<file path="config.mk">
export PLATFORM = sky130hd
export DESIGN_NAME = sys_cmd_ctrl_flat
export DESIGN_NICKNAME = d
export VERILOG_FILES = /design/src/rtl/sys_ctrl_pkg.sv /design/src/rtl/sys_cmd_ctrl_if.sv /design/src/rtl/sys_ctrl_timeout.sv /design/src/rtl/sys_cmd_ctrl.sv /design/src/flat_wrapper.sv
export SDC_FILE = /design/constraint.sdc
export NUM_CORES = 1
export LEC_CHECK = 0
export BUFFER_PORTS_ARGS = -buffer_cell sky130_fd_sc_hd__buf_2
export CAP_MARGIN = 20
export CORE_AREA = 2 2 89 91
export DETAILED_ROUTE_END_ITERATION = 7
export DIE_AREA = 0 0 91 93
export GPL_TIMING_DRIVEN = 1
export PLACE_DENSITY = 0.83
export SYNTH_ARGS = -nofsm -noshare
export SYNTH_HDL_FRONTEND = slang
export SYNTH_SLANG_ARGS = --single-unit
</file>
<file path="constraint.sdc">
create_clock -name CLK -period 2.15 [get_ports CLK]
set_input_delay 0.5375 -clock CLK [delete_from_list [all_inputs] [get_ports CLK]]
set_output_delay 0.5375 -clock CLK [all_outputs]
set_load 0.02 [all_outputs]
</file>
<file path="src/rtl/sys_ctrl_pkg.sv">
// Shared definitions for the command controller: opcode bytes and the FSM state type.
package sys_ctrl_pkg;

  localparam logic [7:0] OP_WR      = 8'hAA;
  localparam logic [7:0] OP_RD      = 8'hBB;
  localparam logic [7:0] OP_ALU_OP  = 8'hCC;
  localparam logic [7:0] OP_ALU_NOP = 8'hDD;
  localparam logic [7:0] OP_BRD     = 8'hEE;

  typedef enum logic [3:0] {
    StIdle, StWrAddr, StWrData, StRdAddr, StRdWait, StRdTx, StBrAddr,
    StBrCnt, StBrIssue, StAluA, StAluB, StAluFn, StAluWait, StResTx
  } state_e;

endpackage

</file>
<file path="src/rtl/sys_cmd_ctrl_if.sv">
// Bundle of the UART RX, register-file, ALU and TX FIFO signals seen by the command controller.
interface sys_cmd_ctrl_if #(
  parameter int unsigned DATA_W = 8,
  parameter int unsigned ADDR_W = 4,
  parameter int unsigned FUN_W  = 4,
  parameter int unsigned RES_W  = 16
);
  logic [DATA_W-1:0] RX_P_DATA;
  logic              RX_P_VALID;
  logic [DATA_W-1:0] RD_D;
  logic              RD_D_VALID;
  logic [RES_W-1:0]  ALU_OUT;
  logic              ALU_OUT_VALID;
  logic              F_FULL;
  logic              CLK_G_EN;
  logic              WR_EN;
  logic              RD_EN;
  logic [ADDR_W-1:0] ADDRESS;
  logic [DATA_W-1:0] WR_D;
  logic [FUN_W-1:0]  ALU_FUN;
  logic              ALU_EN;
  logic              W_INC;
  logic [DATA_W-1:0] TX_P_DATA;
  logic              BUSY;
  logic              ERR;

  modport master (
    input  RX_P_DATA, RX_P_VALID, RD_D, RD_D_VALID, ALU_OUT, ALU_OUT_VALID, F_FULL,
    output CLK_G_EN, WR_EN, RD_EN, ADDRESS, WR_D, ALU_FUN, ALU_EN, W_INC, TX_P_DATA,
           BUSY, ERR
  );

  modport slave (
    output RX_P_DATA, RX_P_VALID, RD_D, RD_D_VALID, ALU_OUT, ALU_OUT_VALID, F_FULL,
    input  CLK_G_EN, WR_EN, RD_EN, ADDRESS, WR_D, ALU_FUN, ALU_EN, W_INC, TX_P_DATA,
           BUSY, ERR
  );
endinterface

</file>
<file path="src/rtl/sys_ctrl_timeout.sv">
// Idle-cycle watchdog: counts while enabled, flags expiry on reaching TO_CYC (0 disables).
module sys_ctrl_timeout #(
  parameter int unsigned TO_CYC = 1023
) (
  input  logic CLK,
  input  logic RST,
  input  logic clr,
  input  logic en,
  output logic expired
);
  localparam int unsigned CW = (TO_CYC < 2) ? 1 : $clog2(TO_CYC + 1);

  logic [CW-1:0] cnt_q, cnt_d;

  assign expired = (TO_CYC != 0) && en && (cnt_q == CW'(TO_CYC));

  always_comb begin
    cnt_d = cnt_q;
    if (clr) begin
      cnt_d = '0;
    end else if (en && (TO_CYC != 0) && !expired) begin
      cnt_d = cnt_q + CW'(1);
    end
  end

  always_ff @(posedge CLK or negedge RST) begin
    if (!RST) begin
      cnt_q <= '0;
    end else begin
      cnt_q <= cnt_d;
    end
  end
endmodule

</file>
<file path="src/rtl/sys_cmd_ctrl.sv">
// Framed byte-command decoder driving the register file, the ALU and the TX FIFO, with
// burst reads, FIFO back-pressure and an inter-byte timeout.
module sys_cmd_ctrl
  import sys_ctrl_pkg::*;
#(
  parameter int unsigned DATA_W = 8,
  parameter int unsigned ADDR_W = 4,
  parameter int unsigned FUN_W  = 4,
  parameter int unsigned RES_W  = 16,
  parameter int unsigned TO_CYC = 1023
) (
  input logic            CLK,
  input logic            RST,
  sys_cmd_ctrl_if.master bus
);
  localparam int unsigned NB = RES_W / DATA_W;
  localparam int unsigned IW = (NB > 1) ? $clog2(NB) : 1;

  state_e            state_q, state_d;
  logic [ADDR_W-1:0] addr_q, addr_d;
  logic [DATA_W-1:0] rd_q, rd_d;
  logic [RES_W-1:0]  res_q, res_d;
  logic [IW-1:0]     idx_q, idx_d;
  logic [ADDR_W-1:0] br_addr_q, br_addr_d;
  logic [DATA_W-1:0] br_left_q, br_left_d;
  logic              to_en, to_clr, to_exp;

  // States that wait on an input strobe and may therefore time out.
  assign to_en  = state_q inside {StWrAddr, StWrData, StRdAddr, StRdWait, StBrAddr, StBrCnt,
                                  StAluA, StAluB, StAluFn, StAluWait};
  assign to_clr = bus.RX_P_VALID || (state_d != state_q);

  sys_ctrl_timeout #(
    .TO_CYC (TO_CYC)
  ) u_timeout (
    .CLK     (CLK),
    .RST     (RST),
    .clr     (to_clr),
    .en      (to_en),
    .expired (to_exp)
  );

  always_comb begin
    state_d       = state_q;
    addr_d        = addr_q;
    rd_d          = rd_q;
    res_d         = res_q;
    idx_d         = idx_q;
    br_addr_d     = br_addr_q;
    br_left_d     = br_left_q;
    bus.CLK_G_EN  = 1'b0;
    bus.WR_EN     = 1'b0;
    bus.RD_EN     = 1'b0;
    bus.ADDRESS   = '0;
    bus.WR_D      = '0;
    bus.ALU_FUN   = '0;
    bus.ALU_EN    = 1'b0;
    bus.W_INC     = 1'b0;
    bus.TX_P_DATA = '0;
    bus.ERR       = 1'b0;

    unique case (state_q)
      StIdle: begin
        if (bus.RX_P_VALID) begin
          case (bus.RX_P_DATA[7:0])
            OP_WR:      state_d = StWrAddr;
            OP_RD:      state_d = StRdAddr;
            OP_ALU_OP:  state_d = StAluA;
            OP_ALU_NOP: state_d = StAluFn;
            OP_BRD:     state_d = StBrAddr;
            default:    state_d = StIdle;
          endcase
        end
      end
      StWrAddr: if (bus.RX_P_VALID) begin
        addr_d  = bus.RX_P_DATA[ADDR_W-1:0];
        state_d = StWrData;
      end
      StWrData: if (bus.RX_P_VALID) begin
        bus.WR_EN   = 1'b1;
        bus.ADDRESS = addr_q;
        bus.WR_D    = bus.RX_P_DATA;
        state_d     = StIdle;
      end
      StRdAddr: if (bus.RX_P_VALID) begin
        bus.RD_EN   = 1'b1;
        bus.ADDRESS = bus.RX_P_DATA[ADDR_W-1:0];
        br_left_d   = '0;
        state_d     = StRdWait;
      end
      StRdWait: if (bus.RD_D_VALID) begin
        rd_d    = bus.RD_D;
        state_d = StRdTx;
      end
      StRdTx: begin
        bus.TX_P_DATA = rd_q;
        if (!bus.F_FULL) begin
          bus.W_INC = 1'b1;
          state_d   = (br_left_q != '0) ? StBrIssue : StIdle;
        end
      end
      StBrAddr: if (bus.RX_P_VALID) begin
        br_addr_d = bus.RX_P_DATA[ADDR_W-1:0];
        state_d   = StBrCnt;
      end
      StBrCnt: if (bus.RX_P_VALID) begin
        br_left_d = bus.RX_P_DATA;
        state_d   = (bus.RX_P_DATA == '0) ? StIdle : StBrIssue;
      end
      StBrIssue: begin
        bus.RD_EN   = 1'b1;
        bus.ADDRESS = br_addr_q;
        br_addr_d   = br_addr_q + ADDR_W'(1);
        br_left_d   = br_left_q - DATA_W'(1);
        state_d     = StRdWait;
      end
      StAluA, StAluB: if (bus.RX_P_VALID) begin
        bus.WR_EN   = 1'b1;
        bus.ADDRESS = (state_q == StAluB) ? ADDR_W'(1) : '0;
        bus.WR_D    = bus.RX_P_DATA;
        state_d     = (state_q == StAluB) ? StAluFn : StAluB;
      end
      StAluFn: begin
        bus.CLK_G_EN = 1'b1;
        if (bus.RX_P_VALID) begin
          bus.ALU_EN  = 1'b1;
          bus.ALU_FUN = bus.RX_P_DATA[FUN_W-1:0];
          state_d     = StAluWait;
        end
      end
      StAluWait: begin
        bus.CLK_G_EN = 1'b1;
        if (bus.ALU_OUT_VALID) begin
          res_d   = bus.ALU_OUT;
          idx_d   = '0;
          state_d = StResTx;
        end
      end
      StResTx: begin
        bus.CLK_G_EN  = 1'b1;
        bus.TX_P_DATA = res_q[int'(idx_q) * DATA_W +: DATA_W];
        if (!bus.F_FULL) begin
          bus.W_INC = 1'b1;
          if (idx_q == IW'(NB - 1)) begin
            idx_d   = '0;
            state_d = StIdle;
          end else begin
            idx_d = idx_q + IW'(1);
          end
        end
      end
      default: state_d = StIdle;
    endcase

    // Every handled strobe changes state, so expiry only wins when the state would hold.
    if (to_exp && (state_d == state_q)) begin
      state_d   = StIdle;
      br_left_d = '0;
      bus.ERR   = 1'b1;
    end
  end

  assign bus.BUSY = (state_q != StIdle);

  always_ff @(posedge CLK or negedge RST) begin
    if (!RST) begin
      state_q   <= StIdle;
      addr_q    <= '0;
      rd_q      <= '0;
      res_q     <= '0;
      idx_q     <= '0;
      br_addr_q <= '0;
      br_left_q <= '0;
    end else begin
      state_q   <= state_d;
      addr_q    <= addr_d;
      rd_q      <= rd_d;
      res_q     <= res_d;
      idx_q     <= idx_d;
      br_addr_q <= br_addr_d;
      br_left_q <= br_left_d;
    end
  end
endmodule

</file>
<file path="src/flat_wrapper.sv">
// flat-port wrapper written by rule: the top's interface ports become plain ports
module sys_cmd_ctrl_flat import sys_ctrl_pkg::*;
#(
  parameter int unsigned DATA_W = 8,
  parameter int unsigned ADDR_W = 4,
  parameter int unsigned FUN_W  = 4,
  parameter int unsigned RES_W  = 16,
  parameter int unsigned TO_CYC = 1023
)
  (CLK, RST, bus_RX_P_DATA, bus_RX_P_VALID, bus_RD_D, bus_RD_D_VALID, bus_ALU_OUT, bus_ALU_OUT_VALID, bus_F_FULL, bus_CLK_G_EN, bus_WR_EN, bus_RD_EN, bus_ADDRESS, bus_WR_D, bus_ALU_FUN, bus_ALU_EN, bus_W_INC, bus_TX_P_DATA, bus_BUSY, bus_ERR);
  sys_cmd_ctrl_if #(.DATA_W(DATA_W), .ADDR_W(ADDR_W), .FUN_W(FUN_W), .RES_W(RES_W)) bus_i ();
  input logic CLK;
  input logic RST;
  input wire logic [$bits(bus_i.RX_P_DATA)-1:0] bus_RX_P_DATA;
  input wire logic [$bits(bus_i.RX_P_VALID)-1:0] bus_RX_P_VALID;
  input wire logic [$bits(bus_i.RD_D)-1:0] bus_RD_D;
  input wire logic [$bits(bus_i.RD_D_VALID)-1:0] bus_RD_D_VALID;
  input wire logic [$bits(bus_i.ALU_OUT)-1:0] bus_ALU_OUT;
  input wire logic [$bits(bus_i.ALU_OUT_VALID)-1:0] bus_ALU_OUT_VALID;
  input wire logic [$bits(bus_i.F_FULL)-1:0] bus_F_FULL;
  output wire logic [$bits(bus_i.CLK_G_EN)-1:0] bus_CLK_G_EN;
  output wire logic [$bits(bus_i.WR_EN)-1:0] bus_WR_EN;
  output wire logic [$bits(bus_i.RD_EN)-1:0] bus_RD_EN;
  output wire logic [$bits(bus_i.ADDRESS)-1:0] bus_ADDRESS;
  output wire logic [$bits(bus_i.WR_D)-1:0] bus_WR_D;
  output wire logic [$bits(bus_i.ALU_FUN)-1:0] bus_ALU_FUN;
  output wire logic [$bits(bus_i.ALU_EN)-1:0] bus_ALU_EN;
  output wire logic [$bits(bus_i.W_INC)-1:0] bus_W_INC;
  output wire logic [$bits(bus_i.TX_P_DATA)-1:0] bus_TX_P_DATA;
  output wire logic [$bits(bus_i.BUSY)-1:0] bus_BUSY;
  output wire logic [$bits(bus_i.ERR)-1:0] bus_ERR;
  assign bus_i.RX_P_DATA = bus_RX_P_DATA;
  assign bus_i.RX_P_VALID = bus_RX_P_VALID;
  assign bus_i.RD_D = bus_RD_D;
  assign bus_i.RD_D_VALID = bus_RD_D_VALID;
  assign bus_i.ALU_OUT = bus_ALU_OUT;
  assign bus_i.ALU_OUT_VALID = bus_ALU_OUT_VALID;
  assign bus_i.F_FULL = bus_F_FULL;
  assign bus_CLK_G_EN = bus_i.CLK_G_EN;
  assign bus_WR_EN = bus_i.WR_EN;
  assign bus_RD_EN = bus_i.RD_EN;
  assign bus_ADDRESS = bus_i.ADDRESS;
  assign bus_WR_D = bus_i.WR_D;
  assign bus_ALU_FUN = bus_i.ALU_FUN;
  assign bus_ALU_EN = bus_i.ALU_EN;
  assign bus_W_INC = bus_i.W_INC;
  assign bus_TX_P_DATA = bus_i.TX_P_DATA;
  assign bus_BUSY = bus_i.BUSY;
  assign bus_ERR = bus_i.ERR;
  sys_cmd_ctrl #(.DATA_W(DATA_W), .ADDR_W(ADDR_W), .FUN_W(FUN_W), .RES_W(RES_W), .TO_CYC(TO_CYC)) u_core (.CLK(CLK), .RST(RST), .bus(bus_i));
endmodule
</file>
==> impl_metrics.ini, run 1 <==
[worst_setup_path]
crit_fanout = 4
critPathRequiredTime_ns = 1.61
arrival_ns = 2.15
path_class = flop to output port
cp-end-kind = output port
startpoint_type = flop

[clock_tree]
cts_tree = built
root_buffer = clkbuf_8
cts.sink_count = 55
clk_pin_slew_ns = 0.11
h-tree-depth = 2
clockBufferDepth = 2
cts_made_buffers = 5
worstSkewPairLatency_ns = 0.32

[synth]
async_flop_share_pct = 100.0
synth.distinct_cells = 70
seq_area_frac_synth_pct = 36.75
synth_edf_count = 0
netlist_area_sq_mm = 0.003745
yosys_most_used_dff = dfrtp_1
yosys_warnings = 0
synth_cells = 390
ys_seq_elements = 55
postSynthAreaPerCell_sq_um = 9.602
syn_nets = 431

[finish]
area_growth_pct = 45.84
fin_nets = 573
diodes = 0
final_cells = 635
layout_common_cells = buf_4 (72), dfrtp_1 (51), buf_2 (39), buf_6 (39), mux2_2 (29)
fillers = 494
final_common_cell = buf_4
drive_gt1_share_pct = 54.60

[timing]
slew_violations = 0
worst_pin_slew_ns = 0.5796
fin_crit_ns = 2.684
rsz0062_at_grt = true
setup_ws_ns = -0.5344
min_period_over_period_pct = 124.9
timing.slew.headroom_pct = 61.00
hold_viol = 0
skew_ns = 0.007669
fmaxAchievable_mhz = 372.5
setup_viol = 39

[grt]
grt_overflow = 0
grtUsageTotal_pct = 26.94
grt_pass1_vias = 3778
antenna_found_initial = 0
grt_max_degree = 26
grt_pass1_wl_um = 18230

[route]
routed_wl_um = 12900
viasPerCell = 6.167
vias = 3916
wl_per_cell_um = 20.31
remaining_drc_errors = 0
drt_iter0_drc = 235
dr.pass1.iters = 4
ant_nets = 0

[floorplan]
rows = 32
die_h_um = 93
die_x_um = 91
coreArea_sq_mm = 0.007527
ios = 69
dieArea_sq_mm = 0.008463
initial_core_util_pct = 49.75

[place]
dpl.hpwl_um = 7482
gp_congestion = 0.8783
place_inst = 595
place_ws_ns = -0.2490
port_buffers = 68

[status]
status = complete, but fails checks
violations = setup timing

[job]
maxCapViolCount = 0

[pwr]
cellPowerDensity_mw_per_mm2 = 1226
vdd_drop_max_mv = 0.5512
p_leak_uw = 0.002448

[hold_path]
hold_class = input port to asynchronous set/reset pin
## cells in the mapped netlist, drive strengths merged (3+ instances only)
cell type	count	area share, %
nor2b	11	1.8
buf	19	3.7
a21o	3	0.60
and2	18	3.0
xnor2	10	2.3
o21ai	26	3.5
nand4	10	2.0
o211ai	3	0.60
o31ai	5	1.1
a211oi	3	0.73
ha	3	1.0
and3	4	0.67
clkbuf	4	0.40
nor4	13	3.4
dfrtp	55	37
nand2	42	4.3
nand3	9	1.2
nor3	21	2.9
mux2i	12	4.2
a21oi	15	2.1
nor2	21	2.2
inv	7	0.70
mux2	29	8.7
a22oi	8	1.6
## per-stage QoR
step	hold slack (ns)	instance area (sq um)	TNS (ns)	utilization [%]	total power (uW)
after global routing	0.2066	5461	-9.661	72.56	6979
after floorplan	0.2419	3812	0	-	3676
after detailed placement	0.4914	4563	-2.937	60.62	4646
after CTS	0.1838	5087	-5.296	67.59	5881
after global placement	0.4833	4563	-1.510	60.62	4497
final	0.1715	5461	-8.041	72.56	6698
## area by class of cell
| cell class | count | area (sq um) | area share [%] |
|---|---|---|---|
| flip-flops and latches | 55 | 1381 | 25.29 |
| clock buffers | 5 | 68.82 | 1.260 |
| well taps | 102 | 127.6 | 2.337 |
| inverters | 8 | 30.03 | 0.5498 |
| repair buffers | 157 | 1305 | 23.89 |
| multi-input cells | 305 | 2521 | 46.16 |
| clock inverters | 3 | 27.53 | 0.5040 |
## worst max-delay path, cell delays in order (launching register included)
cell,delay (ns)
dfrtp_2,0.45
buf_4,0.17
nor3b_4,0.30
nand4_2,0.20
o2111ai_4,0.28
nand2_2,0.11
a21oi_4,0.18
buf_6,0.14
## repair_timing
item / 4_1_cts / 5_1_grt
gates resized for setup: 98 / 64
cloned: 1 / 1
pin swaps: 24 / 21
hold buffers: 0 / 0
setup buffers: 18 / 15
endpoints found under the setup margin: 43 / 45
## state kept, by name, summed over array words and instances, names as in the netlist
name                    flops
u_core.idx_q                1
u_core.u_timeout.cnt_q     10
u_core.addr_q               4
u_core.br_addr_q            4
u_core.state_q              4
u_core.br_left_q            8
u_core.rd_q                 8
u_core.res_q               16
## worst paths after layout
path / from / endpoint / slack [ns] / depth (start not counted)
max in group asynchronous: RST / u_core.rd_q[1] / 1.26 / 2
min reg2reg: u_core.res_q[5] / u_core.res_q[5] / 0.52 / 1
min: RST / u_core.addr_q[1] / 0.17 / 1
min in group CLK: bus_ALU_OUT[11] / u_core.res_q[11] / 0.44 / 2
max: u_core.state_q[3] / bus_ERR / -0.53 / 7
max reg2reg: u_core.state_q[1] / u_core.u_timeout.cnt_q[6] / -0.11 / 12
## power by group
group / total, uW / switching, uW / internal (uW)
clock network: 630 / 390 / 240
logic: 4280 / 2120 / 2160
registers: 1790 / 361 / 1430
total: 6700 / 2870 / 3830
## routing by layer
layer	GRT usage (%)	vias up	wire length, um
li1	-	1701	-
met1	32.43	1935	4734
met2	48.77	215	6644
met3	2.820	65	786
met4	11.99	0	733
met5	0	-	0
## kinds of logic after synthesis
group / share of synthesized area [%]
XOR/XNOR: 2.339
AO/OA/AOI/OAI: 15.04
flip-flops: 36.75
adder cells (fa/ha/maj): 1.002
AND/OR/NAND/NOR: 27.00
multiplexers: 12.93
buffers and inverters: 4.944
(Power assumes the default switching activity.)
==> inputs of run 2 (changes only) <==
--- a/config.mk
+++ b/config.mk
@@ -7,11 +7,13 @@
 export LEC_CHECK = 0
 export BUFFER_PORTS_ARGS = -buffer_cell sky130_fd_sc_hd__buf_2
 export CAP_MARGIN = 20
-export CORE_AREA = 2 2 89 91
+export CORE_AREA = 2 2 87 89
 export DETAILED_ROUTE_END_ITERATION = 7
-export DIE_AREA = 0 0 91 93
+export DIE_AREA = 0 0 89 91
 export GPL_TIMING_DRIVEN = 1
-export PLACE_DENSITY = 0.83
+export PLACE_DENSITY = 0.84
+export SKIP_LAST_GASP = 1
 export SYNTH_ARGS = -nofsm -noshare
 export SYNTH_HDL_FRONTEND = slang
+export SYNTH_HIERARCHICAL = 1
 export SYNTH_SLANG_ARGS = --single-unit
==> run 2 against run 1 <==
  * The flow still finishes with violations (setup timing)
  * Cell count is 2.4% higher
  * Via count is 2.9% higher
  * Die area is 4.3% lower
  * Global-route usage is 1.1 points higher
  * Sequential power is 3% lower
  * Register-to-register slack worse by 0.38 ns
  * Critical endpoint unchanged
==> impl_metrics.ini, run 2 <==
[clock_tree]
worstSkewPairLatency_ns = 0.32
hold_buffers = 0
clk_pin_slew_ns = 0.11
cts.sink_count = 55
root_buffer = clkbuf_8
cts_tree = built
clockBufferDepth = 2
cts_made_buffers = 5
h-tree-depth = 2

[finish]
final_common_cell = buf_4
final-seq-area_sq_mm = 0.001379
top_regs = u_core/res_q (16), u_core/u_timeout/cnt_q (10)
area_growth_pct = 51.79
fin_nets = 591
diodes = 0
final_cells = 650
multi_input_area_sq_mm = 0.002364
final_area_sq_mm = 0.005460
drive_gt1_share_pct = 54.63
fillers = 466
layout_common_cells = buf_4 (98), dfrtp_1 (53), buf_6 (41)
largest_register_ffs = 16
regMostFlops = u_core/res_q

[synth]
yosys-top-cells-count = dfrtp_1 (55), nand2_1 (42), o21ai_0 (25)
synth.distinct_cells = 71
postSynthAreaPerCell_sq_um = 9.392
synth.top_cells.by_area = dfrtp_1 (38%), mux2_2 (7.2%), nand2_1 (4.4%), o21ai_0 (3.5%), a22oi_1 (2.5%)
synth_most_common_cell = dfrtp_1
synth_top_area_share_pct = 38.26
synth_edf_count = 0
async_flop_share_pct = 100.0
ys_seq_elements = 55
yosys_most_used_dff = dfrtp_1
synth_cells = 383
seq_area_frac_synth_pct = 38.26
netlist_area_sq_mm = 0.003597
synth_area_leader_cell = dfrtp_1
syn_nets = 424
yosys_warnings = 6

[route]
wl_per_cell_um = 19.13
remaining_drc_errors = 0
routed_wl_um = 12430
ant_nets = 0
viasPerCell = 6.197
vias = 4028
drt_iter0_drc = 221
dr.pass1.iters = 5

[timing]
tns_ns = -10.35
rsz0062_at_grt = true
fin_crit_ns = 2.717
timing.slew.headroom_pct = 69.71
fmaxAchievable_mhz = 368.0
slew_violations = 0
min_period_over_period_pct = 126.4
hold_viol = 0
skew_ns = 0.01182
worst_pin_slew_ns = 0.4508
setup_ws_ns = -0.5674
setup_viol = 46

[worst_setup_path]
path_cells = buf_6, buf_6, nor4bb_1, a31oi_1, o2111a_2, buf_6, o21ai_4, a211oi_4, buf_6
cp_common_cell = buf_6
worst_path_max_delay_cell = dfrtp_1
path_buf_inv = 4
critPathRequiredTime_ns = 1.61
path_class = flop to output port
arrival_ns = 2.18
cp-end-kind = output port
path_delay_family = compound AO/OA/AOI/OAI gates
crit_fanout = 6
worst_path_largest_cell_delay_ns = 0.40
startpoint_type = flop

[pwr]
p_total_uw = 6510
p_switching_uw = 2745
switching_share_pct = 42.17
internal_power_uw = 3765
vdd_drop_max_mv = 0.5638
pwr-share-seq_pct = 26.6
pwr-share-clk_pct = 9.5
cellPowerDensity_mw_per_mm2 = 1192
p_leak_uw = 0.002477
comb_power_share_pct = 63.8

[grt]
grt_max_degree = 53
antenna_found_initial = 0
grt_pass1_vias = 3935
grtUsageTotal_pct = 27.99
grt_pass1_wl_um = 18090
grt_overflow = 0

[floorplan]
dieArea_sq_mm = 0.008099
coreArea_sq_mm = 0.007137
die_h_um = 91
initial_core_util_pct = 50.40
rows = 31
ios = 69
die_x_um = 89

[place]
gp_congestion = 0.9462
place_ws_ns = -0.4253
dpl.hpwl_um = 7285
place_area_sq_mm = 0.004524
port_buffers = 68
place_inst = 604

[job]
maxCapViolCount = 0

[status]
violations = setup timing
status = complete, but fails checks

[hold_path]
hold_class = input port to asynchronous set/reset pin
run 2: routing by layer:
layer	wire (um)	GRT usage, %	vias up
met3	807	4.636	61
li1	-	-	1753
met1	4482	32.07	1972
met2	6584	51.31	242
met4	559	9.577	0
met5	0	0	-
run 2: power by group through the flow:
stage,combinational [uW],sequential [uW],clock [uW]
6_report,4160,1730,619
5_1_grt,4410,1780,665
4_1_cts,3530,1700,619
3_5_place_dp,2820,1720,0
3_3_place_gp,2720,1680,0
2_1_floorplan,1880,1640,0
run 2: final cells by class:
cell class / count / area share (%)
Multi-Input combinational cell: 296 / 43.29
Inverter: 11 / 0.7562
Sequential cell: 55 / 25.25
Clock buffer: 5 / 1.260
Tap cell: 99 / 2.269
Clock inverter: 3 / 0.4812
Timing Repair Buffer: 181 / 26.70
run 2: cell families after synthesis:
| family | Yosys count | share of synthesized area (%) |
|---|---|---|
| AND/OR/NAND/NOR | 151 | 22.89 |
| AO/OA/AOI/OAI | 100 | 20.24 |
| flip-flops | 55 | 38.26 |
| multiplexers | 40 | 12.45 |
| buffers and inverters | 33 | 4.869 |
| adder cells (fa/ha/maj) | 3 | 1.044 |
| XOR/XNOR | 1 | 0.2435 |
run 2: worst reg2reg max path, cell delays in order (launching register included):
cell and delay (ns):
dfrtp_2 0.46, and2b_2 0.22, a21o_1 0.17, a21boi_2 0.16, nand2_2 0.09, nor3_2 0.11, nand4b_1 0.19, buf_4 0.20
o211ai_1 0.17, o21a_2 0.25, and3b_1 0.24, o21ai_0 0.14, nand3_1 0.13
run 2: repair_timing:
item | in CTS | in global routing
buffers inserted | 27 | 11
pin swaps | 36 | 15
gates cloned | 1 | 2
endpoints found under the setup margin | 45 | 52
resized for setup | 109 | 59
run 2: stage by stage:
step | util (%) | hold WS (ns)
after floorplan | - | 0.2419
after global placement | 63.39 | 0.3535
after detailed placement | 63.39 | 0.3550
after CTS | 72.60 | 0.005028
after global routing | 76.51 | 0.0008096
final | 76.51 | 0.006323
run 2: worst paths after layout:
path,start,endpoint,slack (ns),cells after the start
min reg2reg,u_core/res_q[10],u_core/res_q[10],0.51,1
max reg2reg,u_core/state_q[0],u_core/u_timeout/cnt_q[1],-0.49,12
min,RST,u_core/br_addr_q[0],0.006,1
max in group asynchronous,RST,u_core/u_timeout/cnt_q[5],1.64,2
min in group CLK,bus_ALU_OUT[8],u_core/res_q[8],0.42,2
max,u_core/state_q[1],bus_ERR,-0.57,9
